File: src/rtl/ma_stage.sv
// rtl/ma_stage.sv - memory-access pipeline stage with data-memory handshake and WB/WB2 registers
module ma_stage #(
  parameter int WDOG_W = 8
) (
  input  logic        clk,
  input  logic        rst,
  input  logic        stall,
  input  logic        rst_pipe,
  input  logic        cmd_ld_ma,
  input  logic        cmd_st_ma,
  input  logic [4:0]  rd_adr_ma,
  input  logic [31:0] rd_data_ma,
  input  logic        wbk_rd_reg_ma,
  input  logic [31:0] st_data_ma,
  input  logic [2:0]  ldst_code_ma,
  output logic        dm_req,
  output logic        dm_we,
  output logic [29:0] dm_adr,
  output logic [3:0]  dm_be,
  output logic [31:0] dm_wdata,
  input  logic        dm_ack,
  input  logic [31:0] dm_rdata,
  output logic        dc_stall,
  output logic        ma_misalign,
  output logic        ma_bus_err,
  output logic [4:0]  rd_adr_wb,
  output logic [31:0] wbk_data_wb,
  output logic        wbk_rd_reg_wb,
  output logic [4:0]  rd_adr_wb2,
  output logic [31:0] wbk_data_wb2,
  output logic        wbk_rd_reg_wb2
);

  typedef enum logic [1:0] {
    S_IDLE = 2'd0,
    S_WAIT = 2'd1,
    S_DONE = 2'd2
  } state_t;

  // Last counter value seen in WAIT before the watchdog gives up (2**WDOG_W-1 WAIT cycles)
  localparam logic [WDOG_W-1:0] WDOG_LAST = WDOG_W'((2 ** WDOG_W) - 2);

  state_t            r_state;
  state_t            w_next;
  logic [WDOG_W-1:0] r_wdog;
  logic              r_squash;
  logic [29:0]       r_adr;
  logic              r_we;
  logic [3:0]        r_be;
  logic [31:0]       r_wdata;
  logic              r_ld;
  logic [2:0]        r_code;
  logic [1:0]        r_lo;
  logic [31:0]       r_cap;
  logic [4:0]        r_rd_adr_wb;
  logic [31:0]       r_data_wb;
  logic              r_en_wb;
  logic [4:0]        r_rd_adr_wb2;
  logic [31:0]       r_data_wb2;
  logic              r_en_wb2;

  logic              w_is_mem;
  logic              w_misalign;
  logic              w_issue;
  logic              w_timeout;
  logic              w_squash;
  logic              w_adv;
  logic              w_drop;
  logic [2:0]        w_code;
  logic [1:0]        w_lo;
  logic              w_is_ld;
  logic [31:0]       w_ld_now;
  logic [31:0]       w_wb_data;

  // Byte/half lane select with sign or zero extension; unknown codes pass the word through
  function automatic logic [31:0] f_ld_fmt(input logic [2:0] code, input logic [1:0] lo,
                                           input logic [31:0] rdata);
    logic [7:0]  v_b;
    logic [15:0] v_h;
    logic [31:0] v_r;
    v_b = rdata[{lo, 3'b000} +: 8];
    v_h = lo[1] ? rdata[31:16] : rdata[15:0];
    case (code)
      3'b000:  v_r = {{24{v_b[7]}}, v_b};
      3'b001:  v_r = {{16{v_h[15]}}, v_h};
      3'b100:  v_r = {24'd0, v_b};
      3'b101:  v_r = {16'd0, v_h};
      default: v_r = rdata;
    endcase
    return v_r;
  endfunction

  function automatic logic [3:0] f_st_be(input logic [2:0] code, input logic [1:0] lo);
    logic [3:0] v_be;
    case (code[1:0])
      2'b00:   v_be = 4'b0001 << lo;
      2'b01:   v_be = lo[1] ? 4'b1100 : 4'b0011;
      default: v_be = 4'b1111;
    endcase
    return v_be;
  endfunction

  function automatic logic [31:0] f_st_data(input logic [2:0] code, input logic [31:0] data);
    logic [31:0] v_d;
    case (code[1:0])
      2'b00:   v_d = {4{data[7:0]}};
      2'b01:   v_d = {2{data[15:0]}};
      default: v_d = data;
    endcase
    return v_d;
  endfunction

  assign w_is_mem   = cmd_ld_ma | cmd_st_ma;
  assign w_misalign = w_is_mem &
                      (((ldst_code_ma[1:0] == 2'b01) & rd_data_ma[0]) |
                       (ldst_code_ma[1] & (rd_data_ma[1:0] != 2'b00)));
  // A squashed instruction must never reach the bus
  assign w_issue    = (r_state == S_IDLE) & w_is_mem & ~w_misalign & ~rst_pipe;
  assign w_timeout  = (r_state == S_WAIT) & ~dm_ack & (r_wdog == WDOG_LAST);
  assign w_squash   = r_squash | rst_pipe;

  // Formatting context comes from the live inputs on issue, from the latched copy afterwards
  assign w_code     = (r_state == S_IDLE) ? ldst_code_ma : r_code;
  assign w_lo       = (r_state == S_IDLE) ? rd_data_ma[1:0] : r_lo;
  assign w_is_ld    = (r_state == S_IDLE) ? cmd_ld_ma : r_ld;
  assign w_ld_now   = w_timeout ? 32'd0 : f_ld_fmt(w_code, w_lo, dm_rdata);
  assign w_wb_data  = ~w_is_ld ? rd_data_ma : ((r_state == S_DONE) ? r_cap : w_ld_now);

  assign dc_stall   = (w_issue & ~dm_ack) | ((r_state == S_WAIT) & ~dm_ack & ~w_timeout);
  assign w_adv      = ~stall & ~dc_stall;
  assign w_drop     = (r_state == S_WAIT) & r_squash;

  assign ma_misalign = w_misalign;
  assign ma_bus_err  = w_timeout;

  assign rd_adr_wb      = r_rd_adr_wb;
  assign wbk_data_wb    = r_data_wb;
  assign wbk_rd_reg_wb  = r_en_wb;
  assign rd_adr_wb2     = r_rd_adr_wb2;
  assign wbk_data_wb2   = r_data_wb2;
  assign wbk_rd_reg_wb2 = r_en_wb2;

  // Bus request: live values on the issue cycle, latched values while waiting, idle-zero otherwise
  always_comb begin
    dm_req   = 1'b0;
    dm_we    = 1'b0;
    dm_adr   = 30'd0;
    dm_be    = 4'd0;
    dm_wdata = 32'd0;
    if (r_state == S_WAIT) begin
      dm_req   = 1'b1;
      dm_we    = r_we;
      dm_adr   = r_adr;
      dm_be    = r_be;
      dm_wdata = r_wdata;
    end else if (w_issue) begin
      dm_req   = 1'b1;
      dm_we    = cmd_st_ma;
      dm_adr   = rd_data_ma[31:2];
      dm_be    = cmd_st_ma ? f_st_be(ldst_code_ma, rd_data_ma[1:0]) : 4'b1111;
      dm_wdata = cmd_st_ma ? f_st_data(ldst_code_ma, st_data_ma) : 32'd0;
    end
  end

  // Next-state: park in DONE only when a completed access is blocked by an outside stall
  always_comb begin
    w_next = r_state;
    case (r_state)
      S_IDLE: begin
        if (w_issue) begin
          if (dm_ack) w_next = stall ? S_DONE : S_IDLE;
          else        w_next = S_WAIT;
        end
      end
      S_WAIT: begin
        if (dm_ack | w_timeout) w_next = (stall & ~w_squash) ? S_DONE : S_IDLE;
      end
      S_DONE: begin
        if (~stall | rst_pipe) w_next = S_IDLE;
      end
      default: w_next = S_IDLE;
    endcase
  end

  // FSM state register
  always_ff @(posedge clk) begin
    if (rst) r_state <= S_IDLE;
    else     r_state <= w_next;
  end

  // Watchdog counts WAIT cycles; squash flag remembers a flush that arrived mid-transaction
  always_ff @(posedge clk) begin
    if (rst) begin
      r_wdog   <= '0;
      r_squash <= 1'b0;
    end else begin
      r_wdog <= (r_state == S_WAIT) ? r_wdog + 1'b1 : '0;
      if (w_issue)                                 r_squash <= 1'b0;
      else if ((r_state == S_WAIT) && rst_pipe)    r_squash <= 1'b1;
    end
  end

  // Latch the request so the bus sees stable values whatever happens upstream
  always_ff @(posedge clk) begin
    if (rst) begin
      r_adr   <= 30'd0;
      r_we    <= 1'b0;
      r_be    <= 4'd0;
      r_wdata <= 32'd0;
      r_ld    <= 1'b0;
      r_code  <= 3'd0;
      r_lo    <= 2'd0;
    end else if (w_issue) begin
      r_adr   <= dm_adr;
      r_we    <= dm_we;
      r_be    <= dm_be;
      r_wdata <= dm_wdata;
      r_ld    <= cmd_ld_ma;
      r_code  <= ldst_code_ma;
      r_lo    <= rd_data_ma[1:0];
    end
  end

  // Capture formatted load data when entering DONE, since dm_rdata is only valid with ack
  always_ff @(posedge clk) begin
    if (rst)                                        r_cap <= 32'd0;
    else if ((r_state != S_DONE) && (w_next == S_DONE)) r_cap <= w_ld_now;
  end

  // MA->WB and WB->WB2 history; flush clears the write enables ahead of any stall
  always_ff @(posedge clk) begin
    if (rst) begin
      r_rd_adr_wb  <= 5'd0;
      r_data_wb    <= 32'd0;
      r_en_wb      <= 1'b0;
      r_rd_adr_wb2 <= 5'd0;
      r_data_wb2   <= 32'd0;
      r_en_wb2     <= 1'b0;
    end else if (rst_pipe) begin
      r_en_wb  <= 1'b0;
      r_en_wb2 <= 1'b0;
    end else if (w_adv) begin
      r_rd_adr_wb2 <= r_rd_adr_wb;
      r_data_wb2   <= r_data_wb;
      r_en_wb2     <= r_en_wb;
      r_rd_adr_wb  <= rd_adr_ma;
      r_data_wb    <= w_wb_data;
      r_en_wb      <= wbk_rd_reg_ma & ~w_misalign & ~w_drop;
    end
  end

endmodule

File: config.mk
export PLATFORM = sky130hd
export DESIGN_NAME = ma_stage
export DESIGN_NICKNAME = d
export VERILOG_FILES = /design/src/rtl/ma_stage.sv
export SDC_FILE = /design/constraint.sdc
export NUM_CORES = 1
export LEC_CHECK = 0
export CAP_MARGIN = 0
export CORE_MARGIN = 10
export CORE_UTILIZATION = 44
export DETAILED_ROUTE_END_ITERATION = 8
export GPL_ROUTABILITY_DRIVEN = 0
export PLACE_DENSITY = 0.86
export SETUP_SLACK_MARGIN = 0.2
export SLEW_MARGIN = 30
export SYNTH_ARGS = -nofsm -noshare
export SYNTH_HDL_FRONTEND = slang
export SYNTH_SLANG_ARGS = --single-unit
File: constraint.sdc
create_clock -name clk -period 3.8 [get_ports clk]
set_clock_uncertainty 0.15 [all_clocks]
set_input_delay 1.14 -clock clk [delete_from_list [all_inputs] [get_ports clk]]
set_output_delay 1.14 -clock clk [all_outputs]
set_load 0.03 [all_outputs]
Word-level counts from Yosys, hierarchy flattened:

Index checks and enable logic that the tools add are counted.

* add/sub/neg operators: 1
* $mul: 0
* divide/modulo/power cells: 0
* magnitude comparators: 0
* equality and inequality tests: 9
* shift operators: 2
* muxes and demuxes: 30
* bitwise operators: 30
* reductions and logical operators: 10

Operators with widths (number)
* 2-to-1 mux 32 bit: 6
* one-hot mux 32 bit (4 select lines): 1
* one-hot mux 32 bit (2 select lines): 1
* 2-to-1 mux 30 bit: 2
* variable part select 32 x 6 -> 8 bit: 1
* 2-to-1 mux 16 bit: 1
* 2-to-1 mux 4 bit: 4
* AND 1 bit: 15
* 2-to-1 mux 2 bit: 7
* inverter 1 bit: 9
* adder 8 x 1 -> 8 bit, second input constant: 1
* == test 8 bit, second input constant: 1
* one-hot mux 4 bit (2 select lines): 1
* == test 3 bit, second input constant: 2
* bitwise OR 1 bit: 6
* one-hot mux 2 bit (3 select lines): 1
* OR reduction 2 bit: 3
* 2-to-1 mux 1 bit: 5
* == test 2 x 1 -> 1 bit, second input constant: 2
* == test 2 bit, second input constant: 2
* zero test 2 bit: 2
* << shifter 1 x 2 -> 4 bit, first input constant: 1
* == test 3 x 1 -> 1 bit, second input constant: 1
* zero test 3 bit: 1
* other kinds (5): 6

* register bits: 192
* latch bits: 0
* memory bits (writable): 0
* bits in read-only memories: 0
* output and inout bits: 147
* logic and storage cells: 99
* memories: 0

Logic depth before layout (Yosys ltp):

* word-level depth: 12
* depth in mapped cells: 10

Worst setup path after synthesis:

Ideal clock, no wire load.

* path kind: input to output
* start: input port rd_data_ma[0]
* end: output port dm_wdata[23]
* arrival time: 2.962 ns
* data required time: 2.510 ns
* path slack: -0.452 ns
* stages on the path: 7
* path buffers: 2
* cells stage by stage: or2_2 -> a211oi_2 -> nor2b_1 -> clkbuf_1 -> nand2_1 -> clkbuf_1 -> o21ai_0

* longest elaborated chain between the ends: 9
* elaborated cells between the ends (all ways): 10

RTL lines
* from (decl): line 12 `input logic [31:0] rd_data_ma,`
* nonzero test 2 bit: line 116 `(ldst_code_ma[1] & (rd_data_ma[1:0] != 2'b00)));`
* AND 1 bit: line 116
* bitwise OR 1 bit *: line 115 `(((ldst_code_ma[1:0] == 2'b01) & rd_data_ma[0]) |`
* AND 1 bit *: line 114 `assign w_misalign = w_is_mem &`
* inverter 1 bit *: line 118 `assign w_issue = (r_state == S_IDLE) & w_is_mem & ~w_misalign & ~rst_pipe;`
* AND 1 bit * (2 in a row): line 118
* 2-to-1 mux 32 bit *: line 156 `end else if (w_issue) begin`
* 2-to-1 mux 32 bit *: line 150 `if (r_state == S_WAIT) begin`
* to (decl): line 20 `output logic [31:0] dm_wdata,`

Every way passes the cells marked *; elsewhere a longest branch is shown, timed or not.

Worst setup path after layout:

* start: input port ldst_code_ma[0]
* end: output port dm_wdata[20]

* longest elaborated chain between the ends: 9
* elaborated cells between the ends (all ways): 12

RTL lines
* from (decl): line 15 `input logic [2:0] ldst_code_ma,`
* == test 2 x 1 -> 1 bit: line 105, 115
* AND 1 bit: line 115
* bitwise OR 1 bit: line 115
* AND 1 bit: line 114
* inverter 1 bit: line 118
* AND 1 bit (2 in a row): line 118
* 2-to-1 mux 32 bit *: line 156
* 2-to-1 mux 32 bit *: line 150

Marked as above.

==> summary.txt <==
Outcome
  – Status: finished, violations left
  – Failing checks: setup timing

Cells and area
  – Synth-to-layout area growth: 52.79%
  – Sequential cell area: 3844 um^2
  – Finished Layout Cells: 1781
  – Layout cells sized above 1: 0.2380
  – Leading cell type in the layout, fill and taps excluded: dfxtp_1
  – Filler cells: 1493
  – Area of the multi-input gates: 5899 um^2
  – Commonest non-fill, non-tap cells in the layout: dfxtp_1, nand2_1, clkdlybuf4s50_1
  – Final nets: 1601

Floorplanning
  – Die H: 167.4 um
  – Chip width: 167.4 um
  – Core ar.: 21220 um^2
  – Starting density of the core: 0.4505
  – Row count: 53
  – Num ports: 259
  – Die Area: 28020 um^2

Synthesis
  – Synth top area share: 0.4020
  – Synthesized net count: 1309
  – Post-synthesis cell area: 9560 um^2
  – Syn Area/Cell: 8.000 um^2
  – Post-synthesis cell type count: 74
  – Mapped Cells: 1195
  – Main synth FF type: dfxtp_1
  – Async S/R FF share, synth: 0
  – YS warnings: 0
  – Yosys top cell by area: dfxtp_1
  – Number of synthesized register bits: 192
  – Number of enable flip-flop cells after synthesis: 0
  – Sequential fraction of the synthesis area: 0.4020
  – Leading post-synthesis cells by cell area: dfxtp_1, a21oi_1, nand2_1

Placement
  – Port Buf Inserts: 258
  – Pre-CTS WS: -636.6 ps
  – Final HPWL DP: 26330 um
  – Dpl cells: 1718

Timing
  – Worst slew margin: 0.4621
  – Setup tns final: -8989 ps
  – Final hold violations: 0
  – Hold_ws: 306.6 ps
  – RSZ-0062 raised after global routing: yes
  – Tmin final: 3976 ps
  – Final setup fails: 66
  – Highest Clock Rate: 251.5 MHz
  – Slew Limit Fails: 0
  – Final Cycle Share: 1.046
  – Final WS setup: -175.7 ps
  – Slew @ Worst Pin: 801.4 ps

Run
  – Max-cap violations: 0

Worst hold path
  – Hold_sp: wbk_data_wb2[8]$_SDFFE_PP0P_
  – Hold Path Class: reg2reg
  – Hold path depth: 2

Critical path
  – Critical Path AT: 2690 ps
  – Worst Path Required: 2510 ps
  – CP peak stage delay: 280 ps
  – CP max-delay cell: nor2b_4
  – CP Launch Type: input port
  – Setup CP Type: in2out
  – Top fanout value on the critical path: 6
  – Worst-path cell chain: buf_2 > a21o_4 > a211oi_4 > nor2b_4 > nand2_4 > buf_4 > buf_16 > o21ai_4 > buf_6
  – Endpoint class of the critical path: primary output
  – R2R depth: 8
  – Worst Setup SP: ldst_code_ma[0]
  – Reg-to-reg startpoint: r_state[1]$_SDFF_PP0_

Global route
  – Largest net degree at the start of global routing: 77
  – Vias in the first global route: 10450
  – Initial antenna violation count: 8
  – First-pass GRT wire length: 58480 um
  – Total GRT Usage: 0.2538
  – GR Overflow Total: 0

Clocking
  – Clock latency on the worst-skew pair: 440 ps
  – TritonCTS Sinks: 192
  – Max H-tree Level: 4
  – # hold bufs at CTS: 0
  – CTS tree: done
  – Num CTS Buffers: 17
  – Max clock buf depth: 2
  – Root buffer cell: clkbuf_16
  – Clock transition at path regs: 80 ps

Drt
  – Wl on met1: 14780 um
  – Met3 wire len: 3616 um
  – DRC: 0
  – First drt pass iteration count: 5
  – Antenna-violating nets left: 0
  – Drt via density: 6.008
  – DR WL/cell: 21.67 um
  – Max layer used: met5
  – Post-Route WL: 38590 um
  – Met2 wire length: 18250 um
  – Routed vias: 10700
  – DR iter-0 viols: 1251

Power
  – Leak pwr: 0.005820 uW
  – Pwr/cell area: 360.8 nW/um^2
  – Max rail drop VDD: 0.3100 mV
==> cell usage after synthesis, types with 4 or more instances <==
master and count:
or3_1 7, a21o_1 9, nor2_1 135, dfxtp_1 192, o41ai_2 10, nand2b_1 9
o41ai_1 13, buf_1 5, o22ai_1 16, a22o_1 40, a211oi_2 8, nand3b_1 31
o31ai_1 7, a211oi_1 7, a21oi_1 166, a22oi_1 8, a2111oi_2 7, clkbuf_1 74
a2111oi_0 4, buf_2 20, mux2i_1 19, nor2b_1 13, and3_1 26, o21ai_1 7
a2bb2oi_1 16, inv_1 11, o21ai_0 55, nor3_1 12, nand2_1 197, nand4_1 4
nand3_1 5, xor2_1 5
==> sequential cells by signal, indices dropped and copies added, names as in the netlist <==
name            count
r_adr              30
r_be                4
r_cap              32
r_code              3
r_ld                1
r_lo                2
r_squash            1
r_state             2
r_wdata            32
r_wdog              8
r_we                1
rd_adr_wb           5
rd_adr_wb2          5
wbk_data_wb        32
wbk_data_wb2       32
wbk_rd_reg_wb       1
wbk_rd_reg_wb2      1
==> stage by stage <==
| stage | power, uW | instance area [um^2] | util |
|---|---|---|---|
| 3_5_place_dp | 3332 | 13420 | 0.6324 |
| 6_report | 5271 | 14610 | 0.6884 |
| 5_1_grt | 5443 | 14610 | 0.6884 |
| 4_1_cts | 5240 | 14430 | 0.6801 |
| 2_1_floorplan | 2833 | 10230 | - |
| 3_3_place_gp | 3308 | 13410 | 0.6320 |
==> what timing repair did <==
| action | in CTS | in global routing |
|---|---|---|
| resized for setup | 93 | 7 |
| buffers inserted | 13 | 9 |
| cloned | 1 | 2 |
| endpoints found under the setup margin | 89 | 82 |
| pin swaps | 10 | 2 |
==> layout make-up <==
cell class / instances / share of cell area
clock inverters: 15 / 0.01345
repair buffers: 378 / 0.2630
multi-input cells: 887 / 0.4039
diodes: 6 / 0.001028
inverters: 11 / 0.002827
well taps: 275 / 0.02355
flip-flops and latches: 192 / 0.2631
clock buffers: 17 / 0.02912
==> critical path, delay by kind of cell <==
family	cells	cell delay, ps
AND/OR/NAND/NOR	2	390
buffers and inverters	4	550
AO/OA/AOI/OAI	3	590
==> final timing paths <==
kind | to | slack, ps
min | wbk_data_wb2[8]$_SDFFE_PP0P_ | 310
min reg2reg | wbk_data_wb2[8]$_SDFFE_PP0P_ | 310
max reg2reg | wbk_data_wb[0]$_SDFFE_PP0P_ | 890
max | dm_wdata[20] | -180
==> metal layers <==
| layer | vias to the layer above | global-route usage |
|---|---|---|
| met1 | 5122 | 0.3027 |
| met4 | 4 | 0.1366 |
| met2 | 597 | 0.4089 |
| met5 | - | 0 |
| li1 | 4858 | - |
| met3 | 120 | 0.06648 |
==> cell families after synthesis <==
kind of cell    after synthesis  synth area share
mux                          24           0.02644
flops                       192            0.4020
compound gates              395            0.2903
simple gates                460            0.2214
xor+xnor                      6          0.005497
buf+inv                     116           0.05170
fa+ha+maj                     2          0.002617
==> power breakdown <==
part | switching, uW | internal, uW
sequential | 62.7 | 2090
combinational | 680 | 553
clock | 972 | 913
total | 1710 | 3560
(Power assumes the default switching activity.)
